## src/rtl/decoder_pkg.sv

```systemverilog
// Shared types and helpers for the sequenced 3-to-8 decoder.
package decoder_pkg;

  typedef enum logic [1:0] {
    IDLE = 2'd0,
    HOLD = 2'd1,
    GAP  = 2'd2
  } state_t;

  // One-hot decode of a 3-bit code onto an 8-bit strobe.
  function automatic logic [7:0] onehot8(input logic [2:0] code);
    logic [7:0] v;
    v = 8'h01 << code;
    return v;
  endfunction

endpackage

```

## src/rtl/decoder_3to8_seq_hold_counter.sv

```systemverilog
// 8-bit loadable down-counter with a zero flag; clear beats load beats decrement.
module hold_counter (
  input  logic       clk,
  input  logic       rst_n,
  input  logic       i_clr,
  input  logic       i_load,
  input  logic [7:0] i_load_val,
  input  logic       i_dec,
  output logic       o_zero
);

  logic [7:0] r_cnt;

  // Counter register: saturates at zero rather than wrapping.
  always_ff @(posedge clk or negedge rst_n) begin
    // NOTE: state registers use non-blocking (<=) so every flop samples pre-edge values.
    if (!rst_n) begin
      r_cnt <= 8'd0;
    end else if (i_clr) begin
      r_cnt <= 8'd0;
    end else if (i_load) begin
      r_cnt <= i_load_val;
    end else if (i_dec && (r_cnt != 8'd0)) begin
      r_cnt <= r_cnt - 8'd1;
    end
  end

  assign o_zero = (r_cnt == 8'd0);

endmodule

```

## src/rtl/decoder_3to8_seq.sv

```systemverilog
// Sequenced 3-to-8 decoder: accepts a code in IDLE, holds a one-hot strobe
// for HOLD_CYCLES, then forces an all-zero gap of GAP_CYCLES before the next accept.
module decoder_3to8_seq
  import decoder_pkg::*;
#(
  parameter int unsigned HOLD_CYCLES = 4,  // legal 1..255
  parameter int unsigned GAP_CYCLES  = 1   // legal 0..255
) (
  input  logic       clk,
  input  logic       rst_n,
  input  logic       EN,       // active-low enable; high aborts to IDLE
  input  logic [2:0] Y,
  input  logic       Valid,
  output logic       Ready,
  output logic [7:0] Out,
  output logic       Busy,
  output logic       Overrun
);

  localparam logic [7:0] HOLD_LOAD = 8'(HOLD_CYCLES - 1);
  localparam logic [7:0] GAP_LOAD  = (GAP_CYCLES > 0) ? 8'(GAP_CYCLES - 1) : 8'd0;

  state_t     r_state;
  logic [2:0] r_code;
  logic [7:0] r_out;
  logic       r_overrun;

  logic       w_cnt_clr;
  logic       w_cnt_load;
  logic [7:0] w_cnt_load_val;
  logic       w_cnt_dec;
  logic       w_cnt_zero;

  hold_counter u_hold_counter (
    .clk        (clk),
    .rst_n      (rst_n),
    .i_clr      (w_cnt_clr),
    .i_load     (w_cnt_load),
    .i_load_val (w_cnt_load_val),
    .i_dec      (w_cnt_dec),
    .o_zero     (w_cnt_zero)
  );

  // Counter control: load on entry to HOLD/GAP, count down while in them.
  always_comb begin
    // NOTE: every output gets a default first so no path leaves it unassigned (no latch).
    w_cnt_clr      = EN;
    w_cnt_load     = 1'b0;
    w_cnt_load_val = HOLD_LOAD;
    w_cnt_dec      = 1'b0;
    if (!EN) begin
      case (r_state)
        IDLE: begin
          w_cnt_load = Valid;
        end
        HOLD: begin
          if (w_cnt_zero) begin
            w_cnt_load     = (GAP_CYCLES > 0);
            w_cnt_load_val = GAP_LOAD;
          end else begin
            w_cnt_dec = 1'b1;
          end
        end
        GAP: begin
          w_cnt_dec = !w_cnt_zero;
        end
        default: begin
          w_cnt_clr = 1'b1;
        end
      endcase
    end
  end

  // FSM with registered strobe and sticky overrun flag.
  always_ff @(posedge clk or negedge rst_n) begin
    if (!rst_n) begin
      r_state   <= IDLE;
      r_code    <= 3'd0;
      r_out     <= 8'h00;
      r_overrun <= 1'b0;
    end else if (EN) begin
      r_state   <= IDLE;
      r_out     <= 8'h00;
      r_overrun <= 1'b0;
    end else begin
      case (r_state)
        IDLE: begin
          if (Valid) begin
            r_code  <= Y;
            r_out   <= onehot8(Y);
            r_state <= HOLD;
          end
        end
        HOLD: begin
          if (Valid) r_overrun <= 1'b1;
          if (w_cnt_zero) begin
            r_out   <= 8'h00;
            r_state <= (GAP_CYCLES > 0) ? GAP : IDLE;
          end else begin
            // Re-derived from the latched code so Out can only ever show that one bit.
            r_out <= onehot8(r_code);
          end
        end
        GAP: begin
          if (Valid) r_overrun <= 1'b1;
          r_out <= 8'h00;
          if (w_cnt_zero) r_state <= IDLE;
        end
        default: begin
          r_state <= IDLE;
          r_out   <= 8'h00;
        end
      endcase
    end
  end

  assign Ready   = (r_state == IDLE);
  assign Busy    = (r_state != IDLE);
  assign Out     = r_out;
  assign Overrun = r_overrun;

endmodule

```

## config.mk

```make
export PLATFORM = sky130hd
export DESIGN_NAME = decoder_3to8_seq
export DESIGN_NICKNAME = d
export VERILOG_FILES = /design/src/rtl/decoder_pkg.sv /design/src/rtl/decoder_3to8_seq_hold_counter.sv /design/src/rtl/decoder_3to8_seq.sv
export SDC_FILE = /design/constraint.sdc
export NUM_CORES = 1
export LEC_CHECK = 0
export ABC_AREA = 1
export CAP_MARGIN = 20
export CORE_MARGIN = 2
export CORE_UTILIZATION = 54
export CTS_CLUSTER_DIAMETER = 80
export DETAILED_ROUTE_END_ITERATION = 10
export PLACE_DENSITY = 0.83
export SLEW_MARGIN = 40
export SYNTH_ARGS = -nofsm -noshare
export SYNTH_HDL_FRONTEND = slang
export SYNTH_SLANG_ARGS = --single-unit
```

## constraint.sdc

```tcl
create_clock -name clk -period 1.75 [get_ports clk]
set_clock_uncertainty 0.1 [all_clocks]
set_input_delay 0.35 -clock clk [delete_from_list [all_inputs] [get_ports clk]]
set_output_delay 0.35 -clock clk [all_outputs]
set_load 0.03 [all_outputs]
```

# After elaboration in Yosys (flattened, before gate mapping)
# Cells that the tools add are included.
# Widths: inputs -> output; s select.
# classes
n_mux	26
bitwise_logic	1
n_reduce_logical	14
add_sub_neg	1
eq_ne	5
n_shift	2
# ops
cell	count
$mux 8	6
$pmux 8 s2	1
$shl 1x3->8 const A	2
$mux 2	7
$mux 1	9
$ne 3x3->1 const B	3
$logic_not 8->1	1
$reduce_bool 8->1	1
$sub 8x1->8 const B	1
$pmux 2 s3	1
$reduce_and 3->1	2
$reduce_bool 2->1	3
$pmux 1 s2	2
$reduce_bool 3->1	1
$reduce_or 3->1	1
$eq 2x1->1 const B	1
$eq 2x2->1 const B	1
$logic_not 2->1	1
$reduce_and 2->1	1
$reduce_or 2->1	1
$logic_and 1x1->1	1
$logic_not 1->1	1
$not 1->1	1
# word_totals
register_bits	22

# Depth between registers and ports, before layout
# depth
ltp_word	8
mapped_depth	9
ltp_nobuf	9

# Modules after synthesis
# A second synthesis with hierarchy kept.
# hier_totals
cells_unflattened	209
hier_area_um2	1457.6
# by_module_without_submodules
mod	n_inst	area_per_inst_um2	seq_area_each_um2	cells_each
decoder_3to8_seq	1	834.6	350.3	120
hold_counter	1	623.1	200.2	89

# Worst setup path before layout
# OpenSTA, ideal clock, no wires.
# synth_timing
path_kind	reg2reg
start	register r_state[0]
end	register u_hold_counter.r_cnt[4]
path_stages_with_launch	9
synth_period_minus_slack_ps	1699
slack_ps	51
required_time_ps	1533
arrival_ps	1482
path_cell_list	dfrtp_1 inv_1 ha_1 nand3_1 inv_1 a21oi_4 nand2_2 nand2_1 nand2_1
# synth_between
elab_chain_len	5
word_cells_on_any_way	14
cone_classes	2 x eq/ne; 8 x mux; 4 x reduce/logical
# synth_rtl
item	line	text
start, declared	decoder_3to8_seq.sv:23	state_t r_state;
start signal, assigned	decoder_3to8_seq.sv:98	r_state <= (GAP_CYCLES > 0) ? GAP : IDLE;
$logic_not 2->1 (*)	-	
named net Ready	decoder_3to8_seq.sv:14	output logic Ready,
$pmux 1 s2 / $reduce_or 3->1 (equally long branches)	-	
$mux 1, on equally long branches	decoder_3to8_seq.sv:51, decoder_3to8_seq.sv:52	
$mux 8 / $mux 1 (equally long branches)	decoder_3to8_seq_hold_counter.sv:21, decoder_3to8_seq.sv:51	
$mux 8 / $reduce_bool 3->1 (equally long branches)	-	
end signal, assigned	decoder_3to8_seq_hold_counter.sv:22	r_cnt <= i_load_val;
end signal, assigned	decoder_3to8_seq_hold_counter.sv:24	r_cnt <= r_cnt - 8'd1;
end, declared	decoder_3to8_seq_hold_counter.sv:12	logic [7:0] r_cnt;
# Mark *: on every way through the listed nets, which the timed path passes. The rest lies on a longest branch.
# A chain may end at the register's enable or synchronous reset.

# Worst setup path after layout
# layout_timing
start	register r_state[1]
end	output Busy
# layout_between
elab_chain_len	1
# layout_rtl
item	line	text
$reduce_bool 2->1	decoder_3to8_seq.sv:118	assign Busy = (r_state != IDLE);
end, declared	decoder_3to8_seq.sv:16	output logic Busy,
# No other way between the ends.

==> run metrics <==
drt pass-1 iters=4; crit-path max cell delay=0.42 ns; Vias=1407; Gate power share=0.594; fin. max-slew vios=0; synthesized netlist cell count=200; critical path startpoint category=flip-flop; critical path endpoint category=primary output; clock power share=0.135; pwr dens=1590 nW/um2; vias in the first global route=1321; ranking of synthesized cells by area=dfrtp_1 (39%), nand2_1 (17%), nand3_1 (11%); die area=3030 um2; reg2reg path depth=8; dpl ws=-0.138 ns; Residual DRC=0; Worst EP required=1.30 ns; slowest cell on the critical path=dfrtp_1; Slew Limit Headroom=0.796; reg-to-reg startpoint=r_state[1]; layout cell share with drive strength beyond 1=0.178; critical path arrival=1.24 ns; final core utilization=0.739; Pwr Total=2.91 mW; Final Worst Setup Slack=0.0587 ns; Final ANT Viol Nets=0; GP Congestion=0.845; Post-Route WL=3570 um; # nets final=251; Reg power frac=0.271; Die Wd=55.1 um; max_cap viols=0; NetSw=1.33 mW; worst hold path type=in2async; Port Buffer Count=17; Cell variety after synth=22; #FFs+latches synth=22; internal power=1.58 mW; CTS Buf Count=3; area of the core=2480 um2; drt via density=5.29; WL per Instance=13.4 um; synth warn=0; reg2reg setup slack=0.09 ns; Ports=18; Hold Violations, Final=0; HPWL reported at the end of detailed placement=2590 um; gr usage total=0.249; CTS tree=built; Worst-Skew Late Latency=0.31 ns; clk slew on worst S/H paths=0.13 ns; Switching Share=0.456; global-route wire length before repair=5350 um; synthesized area per cell=7.04 um2; Setup TNS=0 ns; final setup vio count=0; Seq/Total Area, Yosys=0.391; WHS=0.273 ns; LEAKAGE=1.04 nW; CTS max path bufs=2; H-tree depth=1; clock root buffer master=clkbuf_4; Worst Setup SP=r_state[1]; Fill cells=193; largest net degree at the start of global routing=23; Fmax=591 MHz; Ant. Diodes=0; post-synthesis instance area=1410 um2; fin crit share=0.966; die height=55.1 um; largest area contributor in the netlist=dfrtp_1; initial antenna violation count=0; critical path peak fanout=5; Worst Setup Path Type=reg2out; Max VDD drop=1.17 mV; worst slew pin tran=0.308 ns; clock sinks=22; Initial Util=0.568; CP Cell Sequence=inv_2 > buf_6 > ha_4 > inv_2 > buf_6; min Tclk post-route=1.69 ns; Iteration-0 DRC Markers=53; Layout area overhead=30.1%; num rows=18; Synth top area share=0.391; status=finished clean; Post-Syn Nets=214; grt total ovfl=0
[layout make-up]
cell class	instances	area, um2	share of cell area
Clock inverter	1	30.0	0.0164
Inverter	24	90.1	0.0492
Timing Repair Buffer	34	318	0.173
Sequential cell	22	551	0.301
Multi-Input combinational cell	152	783	0.428
Tap cell	30	37.5	0.0205
Clock buffer	3	22.5	0.0123
[metrics by stage]
| step | area (um2) | std cells |
|---|---|---|
| floorplan | 1410 | 200 |
| global placement | 1690 | 257 |
| detailed placement | 1690 | 257 |
| CTS | 1770 | 262 |
| global route | 1830 | 266 |
| finish | 1830 | 266 |
[critical path: cells and delay by family, from the launching register on]
family,cells,cell delay (ns)
DFF,1,0.42
buffers and inverters,4,0.35
adders and majority gates,1,0.16
[flip-flops by register name, summed over array words and instances, names as in the netlist]
signal	count
r_state	2
u_hold_counter.r_cnt	8
r_code	3
Overrun	1
Out	8
[metal layers]
metal | vias up | GRT usage | share of wire
li1 | 706 | - | -
met1 | 655 | 0.273 | 0.41
met2 | 40 | 0.480 | 0.54
met3 | 6 | 0.0376 | 0.041
met4 | 0 | 0.0854 | 0.011
met5 | - | 0 | 0
[power by group through the flow]
| stage | Combinational, mW | Clock (mW) | Sequential (mW) |
|---|---|---|---|
| 6_report | 1.73 | 0.392 | 0.788 |
| 5_1_grt | 1.90 | 0.419 | 0.803 |
| 4_1_cts | 1.50 | 0.401 | 0.784 |
| 3_5_place_dp | 1.44 | 0 | 0.795 |
| 3_3_place_gp | 1.38 | 0 | 0.785 |
| 2_1_floorplan | 1.00 | 0 | 0.812 |
[logic make-up after synthesis]
group / count (synthesis) / share of synthesized area
flops: 22 / 0.391
buf+inv: 26 / 0.0729
compound gates: 17 / 0.0720
fa+ha+maj: 7 / 0.0622
xor+xnor: 4 / 0.0249
simple gates: 124 / 0.377
[placed cells by master (no fill, tap or decap), drive strengths merged]
master / n
xor2: 4
o21ai: 13
o22ai: 1
nand2: 67
clkinv: 1
clkdlybuf4s50: 6
nand3: 30
a21oi: 3
ha: 7
nor2: 26
buf: 19
dfrtp: 22
dlygate4sd2: 9
bufinv: 1
clkbuf: 3
nand4: 1
inv: 23
[cells in the mapped netlist]
cell / n
nand2_4: 1
o21ai_0: 12
a21oi_1: 1
nand2_1: 64
nand4_1: 1
nor2_4: 1
nor2_2: 2
o22ai_1: 1
a21oi_2: 1
buf_2: 1
nor2_1: 23
ha_1: 7
inv_2: 4
xor2_1: 4
a21oi_4: 1
nand2_2: 2
dfrtp_1: 22
nand3_1: 30
clkinv_1: 1
inv_1: 19
buf_4: 1
o21ai_1: 1
[worst paths after layout]
kind	endpoint
setup reg to reg	u_hold_counter.r_cnt[5]
min in group clk	Out[3]
hold reg to reg	Out[3]
max in group asynchronous	r_code[0]
setup / recovery	Busy
hold / removal	u_hold_counter.r_cnt[3]
[what timing repair did]
item | in CTS | in global routing
buffers inserted | 2 | 4
hold buffers | 0 | 0
endpoints found under the setup margin | 14 | 10
pin swaps | 1 | 3
gates resized for setup | 15 | 6
Power figures use the tool's default switching activity.
